### src/rtl/spi_slave_if.sv
// Register bus between a host and the SPI target peripheral.
interface spi_slave_if;
    logic [4:0]  addr;
    logic        re;
    logic        we;
    logic [31:0] wd;
    logic [31:0] rd;

    modport master (output addr, re, we, wd, input rd);
    modport slave  (input addr, re, we, wd, output rd);
endinterface

### src/rtl/spi_slave.sv
// SPI target peripheral: synchronised SCK/CS/MOSI, TX/RX byte FIFOs,
// programmable CPOL/CPHA/bit order and a maskable, registered IRQ.
module spi_slave #(
    parameter int fifo_depth = 4
) (
    input  logic       clk,
    input  logic       rst,
    spi_slave_if.slave bus,
    output logic       irq,
    input  logic       spi_sck,
    input  logic       spi_cs,
    input  logic       spi_mosi,
    output logic       spi_miso,
    output logic       spi_miso_oe
);
    localparam int AW = $clog2(fifo_depth);
    localparam int CW = AW + 1;
    localparam int TW = (CW > 4) ? CW : 4;   // wide enough to hold 1<<3

    localparam logic [4:0] A_CR = 5'h00;
    localparam logic [4:0] A_SR = 5'h04;
    localparam logic [4:0] A_DR = 5'h08;
    localparam logic [4:0] A_IM = 5'h0C;
    localparam logic [4:0] A_IV = 5'h10;

    typedef enum logic {IDLE, ACTIVE} state_t;
    state_t state, state_nx;

    logic [7:0] cr;
    logic [4:0] irq_m, irq_v, irq_ev;
    logic       rx_ovf, tx_udf;
    logic       en, cpha, cpol, lsb;

    logic [1:0] sck_sync, cs_sync, mosi_sync;
    logic       sck_d, cs_d, sck_s, cs_s, mosi_s;
    logic       sck_rise, sck_fall, cs_rise, cs_fall;
    logic       lead_e, trail_e, sample_e, shift_e;

    logic       start, active;
    logic [2:0] bit_cnt;
    logic [7:0] rx_sh, tx_sh, rx_next;
    logic       samp, byte_done, tx_load, tx_shift;

    logic [7:0]    tx_mem [fifo_depth];
    logic [7:0]    rx_mem [fifo_depth];
    logic [AW-1:0] tx_wp, tx_rp, rx_wp, rx_rp;
    logic [CW-1:0] tx_cnt, rx_cnt;
    logic          tx_full, tx_empty, rx_full, rx_empty;
    logic          tx_push, tx_pop, rx_push, rx_pop;
    logic          ovf_ev, udf_ev;
    logic          rx_thr, tx_thr, rx_thr_d, tx_thr_d;
    logic          wr_cr, wr_sr, wr_im, wr_iv;
    logic          unused_wd;

    assign en   = cr[0];
    assign cpha = cr[1];
    assign cpol = cr[2];
    assign lsb  = cr[3];

    assign wr_cr = bus.we && (bus.addr == A_CR);
    assign wr_sr = bus.we && (bus.addr == A_SR);
    assign wr_im = bus.we && (bus.addr == A_IM);
    assign wr_iv = bus.we && (bus.addr == A_IV);
    assign unused_wd = ^bus.wd[31:8];

    // Two-flop synchronisers plus one delay stage for edge detection.
    // CS idles high, so its chain resets high to avoid a fake rising edge.
    always_ff @(posedge clk) begin
        if (rst) begin
            sck_sync  <= 2'b00;
            cs_sync   <= 2'b11;
            mosi_sync <= 2'b00;
            sck_d     <= 1'b0;
            cs_d      <= 1'b1;
        end else begin
            sck_sync  <= {sck_sync[0], spi_sck};
            cs_sync   <= {cs_sync[0], spi_cs};
            mosi_sync <= {mosi_sync[0], spi_mosi};
            sck_d     <= sck_sync[1];
            cs_d      <= cs_sync[1];
        end
    end

    assign sck_s    = sck_sync[1];
    assign cs_s     = cs_sync[1];
    assign mosi_s   = mosi_sync[1];
    assign sck_rise = sck_s & ~sck_d;
    assign sck_fall = ~sck_s & sck_d;
    assign cs_rise  = cs_s & ~cs_d;
    assign cs_fall  = ~cs_s & cs_d;
    assign lead_e   = cpol ? sck_fall : sck_rise;
    assign trail_e  = cpol ? sck_rise : sck_fall;
    assign sample_e = cpha ? trail_e : lead_e;
    assign shift_e  = cpha ? lead_e : trail_e;

    // FSM state register.
    always_ff @(posedge clk) begin
        if (rst) state <= IDLE;
        else     state <= state_nx;
    end

    // FSM next state; start marks the IDLE->ACTIVE transition.
    always_comb begin
        state_nx = state;
        start    = 1'b0;
        case (state)
            IDLE:    if (cs_fall && en) begin
                         state_nx = ACTIVE;
                         start    = 1'b1;
                     end
            ACTIVE:  if (cs_rise || !en) state_nx = IDLE;
            default: state_nx = IDLE;
        endcase
    end

    assign active    = (state == ACTIVE);
    assign samp      = active && sample_e;
    assign byte_done = samp && (bit_cnt == 3'd7);
    assign rx_next   = lsb ? {mosi_s, rx_sh[7:1]} : {rx_sh[6:0], mosi_s};
    // With cpha=0 the first byte is preloaded on CS; later bytes (and every
    // cpha=1 byte) load on the shift edge that starts a new byte.
    assign tx_load   = (start && !cpha) || (active && shift_e && bit_cnt == 3'd0);
    assign tx_shift  = active && shift_e && (bit_cnt != 3'd0);

    assign tx_full  = (tx_cnt == CW'(fifo_depth));
    assign tx_empty = (tx_cnt == '0);
    assign rx_full  = (rx_cnt == CW'(fifo_depth));
    assign rx_empty = (rx_cnt == '0);
    assign tx_push  = bus.we && (bus.addr == A_DR) && !tx_full;
    assign tx_pop   = tx_load && !tx_empty;
    assign udf_ev   = tx_load && tx_empty;
    assign rx_push  = byte_done && !rx_full;
    assign ovf_ev   = byte_done && rx_full;
    assign rx_pop   = bus.re && (bus.addr == A_DR) && !rx_empty;

    assign spi_miso_oe = active;
    assign spi_miso    = active && (lsb ? tx_sh[0] : tx_sh[7]);

    // Bit counter and shift registers.
    always_ff @(posedge clk) begin
        if (rst) begin
            bit_cnt <= 3'd0;
            rx_sh   <= 8'h00;
            tx_sh   <= 8'h00;
        end else begin
            if (start)     bit_cnt <= 3'd0;
            else if (samp) bit_cnt <= bit_cnt + 3'd1;
            if (samp) rx_sh <= rx_next;
            if (tx_load)       tx_sh <= tx_empty ? 8'h00 : tx_mem[tx_rp];
            else if (tx_shift) tx_sh <= lsb ? {1'b0, tx_sh[7:1]} : {tx_sh[6:0], 1'b0};
        end
    end

    // FIFO storage (no reset needed; validity comes from the counts).
    always_ff @(posedge clk) begin
        if (tx_push) tx_mem[tx_wp] <= bus.wd[7:0];
        if (rx_push) rx_mem[rx_wp] <= rx_next;
    end

    // FIFO pointers and counts; simultaneous push and pop cancel in the count.
    always_ff @(posedge clk) begin
        if (rst) begin
            tx_wp <= '0; tx_rp <= '0; tx_cnt <= '0;
            rx_wp <= '0; rx_rp <= '0; rx_cnt <= '0;
        end else begin
            if (tx_push) tx_wp <= tx_wp + 1'b1;
            if (tx_pop)  tx_rp <= tx_rp + 1'b1;
            if (rx_push) rx_wp <= rx_wp + 1'b1;
            if (rx_pop)  rx_rp <= rx_rp + 1'b1;
            tx_cnt <= tx_cnt + CW'(tx_push) - CW'(tx_pop);
            rx_cnt <= rx_cnt + CW'(rx_push) - CW'(rx_pop);
        end
    end

    assign rx_thr = TW'(rx_cnt) >= (TW'(1) << cr[5:4]);
    assign tx_thr = TW'(tx_cnt) <= (TW'(1) << cr[7:6]);
    assign irq_ev = {cs_rise, udf_ev, ovf_ev, tx_thr & ~tx_thr_d, rx_thr & ~rx_thr_d};

    // Control/status registers; events override a same-cycle clear.
    // Threshold history resets to the reset-state condition so no event fires.
    always_ff @(posedge clk) begin
        if (rst) begin
            cr       <= 8'h00;
            irq_m    <= 5'h00;
            irq_v    <= 5'h00;
            rx_ovf   <= 1'b0;
            tx_udf   <= 1'b0;
            irq      <= 1'b0;
            rx_thr_d <= 1'b0;
            tx_thr_d <= 1'b1;
        end else begin
            rx_thr_d <= rx_thr;
            tx_thr_d <= tx_thr;
            if (wr_cr) cr    <= bus.wd[7:0];
            if (wr_im) irq_m <= bus.wd[4:0];
            irq_v  <= (wr_iv ? bus.wd[4:0] : irq_v) | irq_ev;
            rx_ovf <= (rx_ovf & ~(wr_sr & bus.wd[5])) | ovf_ev;
            tx_udf <= (tx_udf & ~(wr_sr & bus.wd[6])) | udf_ev;
            irq    <= |(irq_v & irq_m);
        end
    end

    // Combinational register read mux.
    always_comb begin
        bus.rd = 32'h0;
        case (bus.addr)
            A_CR: bus.rd = {24'h0, cr};
            A_SR: bus.rd = {25'h0, tx_udf, rx_ovf, ~cs_s, rx_empty, rx_full, tx_empty, tx_full};
            A_DR: bus.rd = rx_empty ? 32'h0 : {24'h0, rx_mem[rx_rp]};
            A_IM: bus.rd = {27'h0, irq_m};
            A_IV: bus.rd = {27'h0, irq_v};
            default: bus.rd = 32'h0;
        endcase
    end
endmodule

### src/flat_wrapper.sv
// flat-port wrapper written by rule: the top's interface ports become plain ports
module spi_slave_flat 
#(
    parameter int fifo_depth = 4
)
  (clk, rst, irq, spi_sck, spi_cs, spi_mosi, spi_miso, spi_miso_oe, bus_addr, bus_re, bus_we, bus_wd, bus_rd);
  spi_slave_if bus_i ();
  input  logic clk;
  input  logic rst;
  output logic irq;
  input  logic spi_sck;
  input  logic spi_cs;
  input  logic spi_mosi;
  output logic spi_miso;
  output logic spi_miso_oe;
  input wire logic [$bits(bus_i.addr)-1:0] bus_addr;
  input wire logic [$bits(bus_i.re)-1:0] bus_re;
  input wire logic [$bits(bus_i.we)-1:0] bus_we;
  input wire logic [$bits(bus_i.wd)-1:0] bus_wd;
  output wire logic [$bits(bus_i.rd)-1:0] bus_rd;
  assign bus_i.addr = bus_addr;
  assign bus_i.re = bus_re;
  assign bus_i.we = bus_we;
  assign bus_i.wd = bus_wd;
  assign bus_rd = bus_i.rd;
  spi_slave #(.fifo_depth(fifo_depth)) u_core (.clk(clk), .rst(rst), .bus(bus_i), .irq(irq), .spi_sck(spi_sck), .spi_cs(spi_cs), .spi_mosi(spi_mosi), .spi_miso(spi_miso), .spi_miso_oe(spi_miso_oe));
endmodule
### config.mk
export PLATFORM = sky130hd
export DESIGN_NAME = spi_slave_flat
export DESIGN_NICKNAME = d
export VERILOG_FILES = /design/src/rtl/spi_slave_if.sv /design/src/rtl/spi_slave.sv /design/src/flat_wrapper.sv
export SDC_FILE = /design/constraint.sdc
export NUM_CORES = 1
export LEC_CHECK = 0
export CAP_MARGIN = 30
export CORE_MARGIN = 4
export CORE_UTILIZATION = 41
export CTS_CLUSTER_SIZE = 28
export DETAILED_ROUTE_END_ITERATION = 16
export GPL_TIMING_DRIVEN = 0
export HOLD_SLACK_MARGIN = 0.15
export PLACE_DENSITY = 0.62
export SETUP_SLACK_MARGIN = 0.3
export SLEW_MARGIN = 20
export SYNTH_ARGS = -nofsm -noshare
export SYNTH_HDL_FRONTEND = slang
export SYNTH_SLANG_ARGS = --single-unit
### constraint.sdc
create_clock -name clk -period 7.4 [get_ports clk]
set_input_delay 1.48 -clock clk [delete_from_list [all_inputs] [get_ports clk]]
set_output_delay 1.48 -clock clk [all_outputs]
set_load 0.03 [all_outputs]
Word level (Yosys, flattened, before mapping)
Memories as Yosys holds them, arrays and structs flattened. A register that Yosys moved wholly into a read port is not among the register bits.
Index checks and enable logic that the tools add are counted.
- add/sub/neg operators: 9
- mux-type cells: 25
- equal/unequal tests: 7
- bitwise gates (word level): 23
- shift operators: 2
- reductions and logical operators: 36
- magnitude comparators: 2
- operators by type and width (kind ; count):
    32-bit one-hot mux with 5 select lines ; 1
    8-bit 2-to-1 mux ; 6
    1-bit logical AND ; 20
    1-bit 2-to-1 mux ; 12
    1-bit AND ; 10
    5-bit by 4-bit == test with 1-bit output, second input constant ; 2
    3-bit == test, second input constant ; 3
    3-bit logical NOT ; 3
    1-bit inverter ; 9
    2-bit by 1-bit adder with 2-bit output, second input constant ; 4
    2-bit 2-to-1 mux ; 4
    1-bit by 2-bit << shifter with 4-bit output, first input constant ; 2
    3-bit by 1-bit adder with 3-bit output ; 2
    1-bit logical NOT ; 6
    3-bit by 1-bit subtractor with 3-bit output ; 2
    5-bit AND ; 1
    5-bit by 3-bit == test with 1-bit output, second input constant ; 1
    5-bit == test, second input constant ; 1
    5-bit logical NOT ; 1
    5-bit 2-to-1 mux ; 1
    5-bit OR ; 1
    5-bit OR reduction ; 1
    3-bit by 4-bit >= comparator with 1-bit output ; 1
    3-bit by 4-bit less-or-equal comparator with 1-bit output ; 1
    7 further kinds ; 9
- register bits after elaboration: 65
- memories: 2
- bits in writable memories: 64
- output and inout port bits: 35
- input port bits: 44
- memories (name ; words ; width ; read ports ; clocked after memory_dff ; write ports ; line ; source):
    u_core.rx_mem ; 4 ; 8 ; 1 ; 1 ; 1 ; spi_slave.sv:45 ; logic [7:0] rx_mem [fifo_depth];
    u_core.tx_mem ; 4 ; 8 ; 1 ; 1 ; 1 ; spi_slave.sv:44 ; logic [7:0] tx_mem [fifo_depth];

Depth between registers and ports, before layout
- depth in word-level cells: 10
- gate-level depth with buffers: 14
- gate-level depth less buffers: 13

Least setup slack after synthesis
OpenSTA, ideal clock, no wires.
- path kind: input -> output
- start point: in bus_addr[1]
- end point: out bus_rd[3]
- buffers on the path: 1
- data arrival time: 2.796 ns
- stages: 5
- path slack: 3.124 ns
- cells stage by stage: or3_1 -> nor3_1 -> clkbuf_1 -> a222oi_1 -> o211ai_1
- longest elaborated chain between the ends: 2
- elaborated cells on any way between the ends: 6
- those cells by class: eq/ne (4); mux (1); reduce/logical (1)
- RTL lines (what ; line ; source):
    start, declared ; flat_wrapper.sv:16 ; input wire logic [$bits(bus_i.addr)-1:0] bus_addr;
    5-bit == test, or another cell as far along ; spi_slave.sv:206 ; case (bus.addr)
    32-bit one-hot mux with 5 select lines (*) ; spi_slave.sv:206 ;
    end, declared ; flat_wrapper.sv:20 ; output wire logic [$bits(bus_i.rd)-1:0] bus_rd;
Mark *: on every way between the ends. The rest lies on a longest branch, timed or not.

Final worst setup path
- start point: in bus_addr[1]
- end point: out bus_rd[1]
Same word-level chain as after synthesis.

==> flow_metrics.py <==
metrics = {
    "setup_path": {
        "rr_endpoint": "u_core.tx_cnt[2]$_SDFF_PP0_",
        "critPathMaxStageDelay_ps": 750,
        "critPathKind": "input pin to output pin",
        "crit_fanout": 8,
        "worstPathCellList": "clkdlybuf4s50_1 -> nor3_1 -> and3_1 -> clkbuf_1 -> a222oi_1 -> o211ai_1 -> clkdlybuf4s50_1",
        "cp-start-kind": "input pin",
        "worst-endpoint-arrival_ps": 4110,
        "crit_path_end": "bus_rd[1]",
        "crit_path_start": "bus_addr[1]",
        "reg2reg_slack_ps": 4090,
        "cp.required_ps": 5920,
        "r2r_start": "u_core.cr[1]$_SDFFE_PP0P_",
        "critPathCaptureType": "output pin",
        "crit_top_cell": "clkdlybuf4s50_1",
        "cp_slowest_cell": "clkdlybuf4s50_1",
        "reg2regPathDepth": 14,
    },
    "synthesis": {
        "synthTopCellsByArea": "edfxtp_1, dfxtp_1, mux4_2, mux2i_1, ha_1",
        "synth_xor_xnor_area_share_pct": 1.117,
        "synth_compound_area_share_pct": 8.247,
        "synthMuxAreaShare_pct": 12.92,
        "async_reset_ff_share_pct": 0,
        "ys_types": 52,
        "yosys_most_used_dff": "dfxtp_1",
        "synth_edf_count": 64,
        "synthSimpleGateAreaFrac_pct": 13.00,
        "synth_top_family_by_area": "simple AND/OR/NAND/NOR gates",
        "yosys.area.top_type": "edfxtp_1",
        "ys.warnings.count": 0,
        "syn_area_per_cell_sq_um": 11.71,
        "synth_cells": 526,
        "yosysSeqAreaShare_pct": 53.63,
        "syn_area_sq_mm": 0.006160,
        "yosysTopAreaCellShare_pct": 31.20,
        "synth_seq_cells": 133,
        "synth_fa_ha_area_share_pct": 4.875,
    },
    "sta": {
        "fin_crit_ps": 5593,
        "clock.fmax_mhz": 178.8,
        "whs_ps": 432.2,
        "drv_slew": 0,
        "fin_tns_setup_ps": 0,
        "rsz0062_at_grt": "false",
        "final-hold-violation-count": 0,
        "post-route-period-util_pct": 75.58,
        "setup_violations": 0,
        "setup_ws_ps": 1807,
        "worst_slew_pin_slew_ps": 756.0,
        "skew_ps": 11.86,
        "slew_headroom_pct": 49.60,
    },
    "power_and_ir_drop": {
        "ir_worst_vdd_v": 0.0001358,
        "p_clk_share_pct": 49.7,
        "power.density_mw_per_mm2": 227.7,
        "p_sw_w": 0.0003754,
        "p_int_w": 0.001301,
        "leakage_nw": 2.743,
        "p_seq_share_pct": 46.2,
        "swShare_pct": 22.40,
        "p_comb_share_pct": 4.1,
    },
    "cts": {
        "htree_num_levels": 4,
        "cts_post_setup_buffers_inserted": 0,
        "numCtsBuffers": 17,
        "holdBufCountCts": 0,
        "clk_latency_ps": 410,
        "cts_tree": "done",
        "clockBufferDepth": 2,
        "root_buffer": "clkbuf_16",
        "cts_resized": 0,
        "cts_sinks": 133,
        "path_clk_slew_ps": 60,
    },
    "global_route": {
        "antenna_found_initial": 0,
        "grt_start_max_net_pins": 17,
        "grt_pass1_wl_um": 21470,
        "grt_util_all_layers_pct": 16.65,
        "grt_pass1_vias": 4041,
        "overflow": 0,
    },
    "outcome": {
        "status": "complete, no violations",
    },
    "placement": {
        "io_buffers": 29,
        "dpl.hpwl_um": 10060,
        "dp_cells": 762,
        "dp_slack_ps": 1795,
        "globalplace.congestion": 0.8226,
    },
    "finish": {
        "antennaDiodeCount": 0,
        "final_util_pct": 50.26,
        "fin_cells": 794,
        "fill_cells": 1303,
        "nNetsFinal": 663,
        "drive_gt1_share_pct": 16.56,
        "layout-area-overhead-vs-synth_pct": 19.50,
    },
    "routing": {
        "drt-vias-per-instance": 5.252,
        "drtIter0Drc": 387,
        "via_count": 4170,
        "first_pass_iters": 5,
        "drc": 0,
        "wl_um": 13680,
        "post_drt_wl_per_cell_um": 17.23,
        "ant_nets": 0,
    },
    "floorplanning": {
        "start_util_pct": 42.06,
        "boundaryPins": 79,
        "fp.dieH_um": 130.6,
        "core_region_area_sq_mm": 0.01464,
        "rows": 44,
        "chipWidth_um": 130.6,
        "dieArea_sq_mm": 0.01705,
    },
    "worst_hold_path": {
        "hp-class": "flip-flop to flip-flop",
    },
    "job": {
        "cap_violations": 0,
    },
}
==> metal layers <==
metal  GRT usage [%]  vias to the layer above  share of wire [%]
li1                -                     2006                  -
met1           22.38                     2031                 45
met2           26.84                      121                 48
met3           4.024                       12                5.7
met4           5.021                        0                1.2
met5               0                        -                  0
==> registers in the layout (all words and copies together) (netlist names), 5 cells and up, named ones only <==
signal	flops
u_core.tx_sh	8
u_core.irq_v	5
u_core.rx_sh	8
u_core.rx_mem	32
u_core.irq_m	5
u_core.tx_mem	32
u_core.cr	8
==> cells in the final DEF (no fill, tap or decap), types with 12 or more instances in the layout <==
master / instances
nand3_1: 18
a21oi_1: 24
mux2i_1: 30
mux2_2: 12
buf_4: 26
ha_1: 20
edfxtp_1: 64
nor2_1: 24
nor2b_1: 13
dfxtp_1: 69
inv_1: 19
nand2_1: 37
conb_1: 24
clkbuf_16: 17
clkbuf_1: 20
clkdlybuf4s50_1: 29
mux4_2: 16
nor3_1: 21
==> power by group through the flow <==
stage / Clock, W / Sequential [W] / Combinational [W]
4_1_cts: 0.000845 / 0.000774 / 0.0000689
3_3_place_gp: 0 / 0.000789 / 0.0000679
5_1_grt: 0.000882 / 0.000774 / 0.0000749
3_5_place_dp: 0 / 0.000790 / 0.0000688
2_1_floorplan: 0 / 0.000789 / 0.0000455
6_report: 0.000833 / 0.000774 / 0.0000694
==> stage by stage <==
| stage | total power [W] | area (sq um) |
|---|---|---|
| 2_1_floorplan | 0.0008343 | 6246 |
| 3_3_place_gp | 0.0008573 | 6766 |
| 3_5_place_dp | 0.0008584 | 6766 |
| 4_1_cts | 0.001687 | 7361 |
| 5_1_grt | 0.001731 | 7361 |
| 6_report | 0.001676 | 7361 |
==> cell usage after synthesis, types with 3 or more instances <==
library cell   n
mux4_2        16
clkbuf_1      20
mux2_2        12
nand2_1       37
or2_2          4
nor2_1        24
and2_1        10
buf_4         26
o21bai_1       8
nor3_1        21
nor2b_1       13
inv_1         19
nand3b_1       3
or3_1          3
buf_2          6
mux2i_1       30
nand2b_1      10
nand3_1       18
a211oi_1       8
a21oi_1       24
o21ai_0        9
o211ai_1       5
ha_1          20
a222oi_1       6
a22oi_1        4
edfxtp_1      64
xnor2_1        4
dfxtp_1       69
==> kinds of logic (layout without fill, tap and decap cells) <==
kind of cell | Yosys count | after routing
mux | 58 | 58
xor+xnor | 7 | 7
flops | 133 | 133
other cells | 1 | 24
fa+ha+maj | 23 | 23
buf+inv | 73 | 134
compound gates | 75 | 75
simple gates | 156 | 156
==> layout make-up <==
| cell class | count | area, sq um | area share, % |
|---|---|---|---|
| multi-input combinational | 343 | 2564 | 34.83 |
| timing repair buffer | 29 | 290.3 | 3.944 |
| sequential | 133 | 3303 | 44.88 |
| inverter | 19 | 71.32 | 0.9689 |
| buffer | 54 | 307.8 | 4.182 |
| clock buffer | 17 | 425.4 | 5.779 |
| clock inverter | 15 | 168.9 | 2.295 |
| tap | 184 | 230.2 | 3.128 |
==> critical path, delay by kind of cell <==
kind	cells	cell delay [ps]
buffers and inverters	3	1490
AO/OA/AOI/OAI	2	360
AND/OR/NAND/NOR	2	790
==> worst min-delay path by stage <==
stage	start	to	cells past startpoint
2_1_floorplan	u_core.cs_sync[0]$_SDFF_PP1_	u_core.cs_sync[1]$_SDFF_PP1_	1
3_3_place_gp	u_core.rx_thr_d$_SDFF_PP0_	u_core.irq_v[0]$_SDFF_PP0_	1
3_5_place_dp	u_core.cs_sync[0]$_SDFF_PP1_	u_core.cs_sync[1]$_SDFF_PP1_	1
4_1_cts	u_core.mosi_sync[0]$_SDFF_PP0_	u_core.mosi_sync[1]$_SDFF_PP0_	1
5_1_grt	u_core.mosi_sync[0]$_SDFF_PP0_	u_core.mosi_sync[1]$_SDFF_PP0_	1
6_report	u_core.mosi_sync[0]$_SDFF_PP0_	u_core.mosi_sync[1]$_SDFF_PP0_	1
(Power assumes the default switching activity.)
